==> src/rtl/arm_mmio_timer.sv <==
// Memory-mapped prescaled down-counter timer on the single-cycle CPU data bus.
// Combinational reads, edge-committed writes, sticky expiry flag and level IRQ.
module arm_mmio_timer #(
    parameter int unsigned         BusWidth = 32,
    parameter logic [BusWidth-1:0] BaseAddr = BusWidth'(32'hFFFF_0000)
) (
    input  logic                i_CLK,
    input  logic                i_RESET,
    input  logic [BusWidth-1:0] i_Address,
    input  logic [BusWidth-1:0] i_Write_Data,
    input  logic                i_Mem_Write,
    output logic [BusWidth-1:0] o_Read_Data,
    output logic                o_Hit,
    output logic                o_IRQ
);

    localparam int unsigned PreW = 16;

    localparam logic [2:0] OFS_CTRL     = 3'd0;
    localparam logic [2:0] OFS_LOAD     = 3'd1;
    localparam logic [2:0] OFS_COUNT    = 3'd2;
    localparam logic [2:0] OFS_STATUS   = 3'd3;
    localparam logic [2:0] OFS_PRESCALE = 3'd4;

    logic                en_q, en_d;
    logic                auto_q, auto_d;
    logic                irq_en_q, irq_en_d;
    logic                expired_q, expired_d;
    logic [BusWidth-1:0] load_q, load_d;
    logic [BusWidth-1:0] count_q, count_d;
    logic [PreW-1:0]     prescale_q, prescale_d;
    logic [PreW-1:0]     pcnt_q, pcnt_d;

    logic       wr_en;
    logic       tick;
    logic       expire;
    logic [2:0] ofs;

    assign ofs    = i_Address[4:2];
    assign o_Hit  = (i_Address[BusWidth-1:5] == BaseAddr[BusWidth-1:5]);
    assign wr_en  = i_Mem_Write & o_Hit & (i_Address[1:0] == 2'b00);
    assign tick   = (pcnt_q == prescale_q);
    assign expire = en_q & tick & (count_q == '0);
    assign o_IRQ  = expired_q & irq_en_q;

    // Counting uses the pre-edge state; bus writes are applied afterwards so they win.
    always_comb begin
        en_d       = en_q;
        auto_d     = auto_q;
        irq_en_d   = irq_en_q;
        expired_d  = expired_q;
        load_d     = load_q;
        count_d    = count_q;
        prescale_d = prescale_q;
        pcnt_d     = pcnt_q;

        if (en_q) begin
            if (tick) begin
                pcnt_d = '0;
                if (count_q != '0) begin
                    count_d = count_q - BusWidth'(1);
                end else begin
                    expired_d = 1'b1;
                    if (auto_q) begin
                        count_d = load_q;
                    end else begin
                        en_d = 1'b0;
                    end
                end
            end else begin
                pcnt_d = pcnt_q + PreW'(1);
            end
        end

        if (wr_en) begin
            case (ofs)
                OFS_CTRL: begin
                    en_d     = i_Write_Data[0];
                    auto_d   = i_Write_Data[1];
                    irq_en_d = i_Write_Data[2];
                    if (i_Write_Data[0] && !en_q) begin
                        count_d = load_q;
                        pcnt_d  = '0;
                    end
                end
                OFS_LOAD: begin
                    load_d = i_Write_Data;
                end
                OFS_STATUS: begin
                    // A same-cycle expiry keeps the flag set.
                    if (i_Write_Data[0] && !expire) begin
                        expired_d = 1'b0;
                    end
                end
                OFS_PRESCALE: begin
                    prescale_d = i_Write_Data[PreW-1:0];
                end
                default: begin
                end
            endcase
        end
    end

    always_ff @(posedge i_CLK) begin
        if (i_RESET) begin
            en_q       <= 1'b0;
            auto_q     <= 1'b0;
            irq_en_q   <= 1'b0;
            expired_q  <= 1'b0;
            load_q     <= '0;
            count_q    <= '0;
            prescale_q <= '0;
            pcnt_q     <= '0;
        end else begin
            en_q       <= en_d;
            auto_q     <= auto_d;
            irq_en_q   <= irq_en_d;
            expired_q  <= expired_d;
            load_q     <= load_d;
            count_q    <= count_d;
            prescale_q <= prescale_d;
            pcnt_q     <= pcnt_d;
        end
    end

    // Read mux; reads ignore the byte offset within the word.
    always_comb begin
        o_Read_Data = '0;
        if (o_Hit) begin
            case (ofs)
                OFS_CTRL:     o_Read_Data = BusWidth'({irq_en_q, auto_q, en_q});
                OFS_LOAD:     o_Read_Data = load_q;
                OFS_COUNT:    o_Read_Data = count_q;
                OFS_STATUS:   o_Read_Data = BusWidth'(expired_q);
                OFS_PRESCALE: o_Read_Data = BusWidth'(prescale_q);
                default:      o_Read_Data = '0;
            endcase
        end
    end

endmodule

==> config.mk <==
export PLATFORM = sky130hd
export DESIGN_NAME = arm_mmio_timer
export DESIGN_NICKNAME = d
export VERILOG_FILES = /design/src/rtl/arm_mmio_timer.sv
export SDC_FILE = /design/constraint.sdc
export NUM_CORES = 1
export LEC_CHECK = 0
export CORE_ASPECT_RATIO = 0.5
export CORE_MARGIN = 5
export CORE_UTILIZATION = 32
export DETAILED_ROUTE_END_ITERATION = 6
export PLACE_DENSITY = 0.53
export SYNTH_ARGS = -nofsm -noshare
export SYNTH_HDL_FRONTEND = slang
export SYNTH_SLANG_ARGS = --single-unit
==> constraint.sdc <==
create_clock -name i_CLK -period 3.51 [get_ports i_CLK]
set_input_delay 0.702 -clock i_CLK [delete_from_list [all_inputs] [get_ports i_CLK]]
set_output_delay 0.702 -clock i_CLK [all_outputs]
set_load 0.05 [all_outputs]
# After elaboration in Yosys (flattened, before gate mapping)
# Cells that the tools add are included.
dict set report classes {
  addsub 2
  multipliers 0
  n_div 0
  n_lt_le_gt_ge 0
  n_eq_ne 6
  n_shift 0
  muxes 26
  n_bitwise 5
  reduce_logical 11
}
# op n
set op_table {}
lappend op_table {{two-way mux 32 bit} 8}
lappend op_table {{one-hot mux 32 bit (5 select lines)} 1}
lappend op_table {{two-way mux 16 bit} 5}
lappend op_table {{zero test 32 bit} 1}
lappend op_table {{nonzero test 32 bit} 1}
lappend op_table {{subtractor 32 x 1 -> 32 bit, second input constant} 1}
lappend op_table {{== test 27 bit, second input constant} 1}
lappend op_table {{adder 16 x 1 -> 16 bit, second input constant} 1}
lappend op_table {{== test 16 bit} 1}
lappend op_table {{two-way mux 1 bit} 12}
lappend op_table {{== test 3 x 2 -> 1 bit, second input constant} 2}
lappend op_table {{AND reduction 2 bit} 3}
lappend op_table {{bitwise AND 1 bit} 5}
lappend op_table {{== test 3 x 1 -> 1 bit, second input constant} 1}
lappend op_table {{== test 3 bit, second input constant} 1}
lappend op_table {{zero test 3 bit} 1}
lappend op_table {{logical AND 1 bit} 2}
lappend op_table {{zero test 1 bit} 2}
lappend op_table {{zero test 2 bit} 1}
dict set report totals {
  register_bits 100
  latchBits 0
  ram_bits 0
  mem_bits_ro 0
  in_bits 67
  word_cells 58
  memories 0
}

# Logic depth before layout (Yosys ltp)
dict set report logic_depth {
  depth_word 8
  mapped_depth 10
  ltp_nobuf 9
}

# Least setup slack after synthesis
# Ideal clock, no wire load.
dict set report synth_timing {
  path_kind {input to output}
  startpoint {input port i_Address[14]}
  endpoint {output port o_Read_Data[10]}
  arrival_ns 3.408
  required_time_ns 2.808
  slack_ns -0.600
  path_stages 6
  path_buffers 1
  path_cell_list {or4b_2 > nor4_1 > and2_1 > nand2_1 > clkbuf_1 > nor2_1}
}
dict set report synth_via {
  elab_chain_len 2
}
# item line
set synth_lines {}
lappend synth_lines {{from (decl)} 9} ;# input logic [BusWidth-1:0] i_Address,
lappend synth_lines {{== test 27 bit} 40} ;# assign o_Hit = (i_Address[BusWidth-1:5] == BaseAddr[BusWidth-1:5]);
lappend synth_lines {{via o_Hit} 13} ;# output logic o_Hit,
lappend synth_lines {{two-way mux 32 bit} 129} ;# if (o_Hit) begin
lappend synth_lines {{to (decl)} 12} ;# output logic [BusWidth-1:0] o_Read_Data,
# The timed path passes the listed nets, and every way through them passes these cells.

# Final worst setup path
dict set report layout_timing {
  startpoint {input port i_Address[6]}
  endpoint {output port o_Read_Data[12]}
}
dict set report layout_via {
  elab_chain_len 2
}
# item line
set layout_lines {}
lappend layout_lines {{== test 27 bit} 40}
lappend layout_lines {{two-way mux 32 bit} 129}
# No other way between the ends.

==> run summary <==
status: complete, no violations
Crit path top cell by count: buf_12
Hold Vio Cnt, Final: 0
Boundary Pins: 101
worst r2r src: count_q[22]
Area Growth Syn to Fin: 45.4%
Setup crit end kind: output pin
synth top area cells: dfxtp_1 (36%), nor2_1 (7.7%), a21oi_1 (7.0%), nand2_1 (4.9%), nand3_1 (4.4%)
Post-Syn Instances: 743
Post-synth EDFFs: 0
drt pass-1 iters: 5
Max-Slew Margin vs Limit: 49.2%
fin crit period: 3.45 ns
vias per cell: 5.38
CP top delay family: simple AND/OR/NAND/NOR gates
Yosys reg bits: 100
max incr delay on CP: 0.58 ns
clk buf depth: 2
Post-Route Utilization: 47.1%
final global-route overflow total: 0
Initial Utilization: 32.4%
register area: 0.00200 sq mm
Nets: 922
diode count: 0
placed cell areas: 0.00767 sq mm
via count: 5,872
hpwl dp: 14,600 um
layout cells sized above 1: 17.3%
area of the multi-input gates: 0.00362 sq mm
R2R Path End: count_q[5]
Syn Nets: 813
Startpoint Class: input pin
worst-path fanout max: 8
Die ar.: 0.0204 sq mm
drt initial violations: 458
PortBufs: 100
Mapped Area: 0.00559 sq mm
Avg Inst Size Synth: 7.53 sq um
R2R setup slack: 0.56 ns
clk_lat worst skew: 0.34 ns
hold crit path type: flop to flop
vias in the first global route: 5,603
total power: 2.48 mW
post-route cell area: 0.00813 sq mm
DRC: 0
Final setup viols: 0
RSZ-0062 raised after global routing: no
CP Cell Sequence: clkdlybuf4s50_1 > or4_1 > nor4_4 > buf_4 > and2_4 > nand2_8 > buf_12 > nor2_4 > buf_12
CTS H-tree lvls: 3
CTS tree: yes
peak supply drop: 0.222 mV
hold_buf cts: 0
Worst Path Buf+Inv: 4
post-route clock period utilization: 98.3%
Num CTS Buffers: 9
Die H: 103 um
Leakage: 2.98 nW
CTS clk-pin slew, worst paths: 0.06 ns
Slew Viols, Final: 0
synth unique cells: 67
Critical-path top delay cell: or4_1
area leader, netlist: dfxtp_1
initial antenna violation count: 0
P per Cell Area: 305 mW/mm^2
Rows: 34
largest net degree at the start of global routing: 64
core area: 0.0173 sq mm
Worst Path Required: 2.81 ns
synth warn: 0
Final Wtd Congestion: 0.839
worst hold slack: 0.479 ns
Chip Width: 197 um
crit path DAT: 2.75 ns
post-route ant nets: 0
clock root buffer: clkbuf_16
aggregate global-route resource usage: 19.5%
sequential area share after synthesis: 35.8%
clk sink count: 100
Worst Hold Depth: 2
Highest Clock Rate: 290 MHz
routed wire length: 19,900 um
Max Cap Viol: 0
first-pass GRT wire length: 31,400 um
Setup Skew: 0.0114 ns
asr flop ratio synth: 0%
WHS Endpoint: load_q[23]
Worst Min Path Start: load_q[23]
Worst Reg2Reg Path Length in Cells: 8
fill count: 1,741
Tightest Pin Transition: 0.761 ns
CP Class: input pin to output pin
post-synth top area share: 35.8%
WL/cell: 18.2 um
prevailing post-synth register cell: dfxtp_1
## synthesized netlist by cell type (8+ instances only)
library cell / number
and3_1: 12
mux2i_1: 21
xor2_1: 13
nor2_1: 115
or3_1: 8
a21oi_1: 78
o21ai_0: 16
nand4_1: 13
nor3_1: 20
nor4_1: 12
dfxtp_1: 100
a22oi_1: 32
clkbuf_1: 44
xnor2_1: 19
nand2_1: 73
a31oi_1: 8
or4_1: 9
nand3_1: 49
## cell usage in the layout (no fill, tap or decap), types with 7 or more instances in the layout
master             n
mux2i_1           21
nor4_1            11
nand4_1           13
clkdlybuf4s50_1   59
nor3_1            20
or3_1              8
inv_1              7
xor2_1            13
clkbuf_16          9
a21oi_1           78
a22oi_1           32
nor2_1            85
nand2_1           72
nand3_1           49
a31oi_1            8
or4_1              8
a221o_1            7
xnor2_1           19
buf_12            39
o21ai_0           16
dfxtp_1          100
and3_1            12
nor2_4            30
buf_4             44
## timing repair
action                                  in CTS  in global routing
cloned                                       2                  0
pin swaps                                    3                  5
buffers inserted                             2                  1
endpoints found under the setup margin      31                 19
gates resized for setup                      9                  6
## where the power goes
group	total, mW	switching [mW]	internal [mW]
combinational	0.233	0.121	0.112
sequential	1.14	0.00315	1.13
clock	1.11	0.445	0.665
## per-layer routing
metal  up-vias  routed length [um]  track usage, %
li1       2912                   -               -
met1      2785               10100            28.9
met2       157                8510            29.6
met3        18                1080            3.82
met4         0                 197            3.78
met5         -                   0               0
## worst max path at each step
stage / cells after the start / from / to / slack (ns)
floorplan: 5 / i_Address[14] / o_Read_Data[0] / -0.11
global placement: 9 / i_Address[14] / o_Read_Data[9] / -0.11
detailed placement: 9 / i_Address[14] / o_Read_Data[19] / -0.17
CTS: 9 / i_Address[9] / o_Read_Data[19] / 0.02
global route: 9 / i_Address[6] / o_Read_Data[12] / 0.003
finish: 9 / i_Address[6] / o_Read_Data[12] / 0.06
## sequential cells by signal, indices dropped and copies added (netlist names)
register	count
expired_q	1
irq_en_q	1
pcnt_q	16
auto_q	1
en_q	1
prescale_q	16
load_q	32
count_q	32
## cells by family (layout without fill, tap and decap cells)
group / Yosys count / in the layout / share of synthesized area, %
AND/OR/NAND/NOR: 340 / 340 / 29.3
AO/OA/AOI/OAI: 185 / 185 / 21.0
flip-flops: 100 / 100 / 35.8
buffers and inverters: 62 / 176 / 4.41
XOR/XNOR: 32 / 32 / 5.01
multiplexers: 21 / 21 / 3.76
adder cells (fa/ha/maj): 3 / 3 / 0.671
## final cells by class
cell class	count	share of cell area (%)
clock buffers	11	3.11
well taps	234	3.60
flip-flops and latches	100	24.6
repair buffers	153	22.8
clock inverters	5	1.03
inverters	7	0.323
multi-input cells	581	44.5
## per-stage QoR
step | worst slack [ns] | instances | setup TNS, ns
finish | 0.0606 | 1091 | 0
global route | 0.00294 | 1091 | 0
CTS | 0.0227 | 1090 | 0
detailed placement | -0.171 | 1070 | -4.81
global placement | -0.112 | 1070 | -3.21
floorplan | -0.106 | 743 | -0.213
## worst register-to-register path: stages, from the launching register on
cell	delay [ns]
dfxtp_1	0.38
or4_1	0.62
nand3b_1	0.26
or4_1	0.70
buf_4	0.24
nor2_2	0.13
o21a_1	0.31
o21ai_1	0.13
o311ai_1	0.09
No activity file was read; power rests on OpenSTA's default activity.
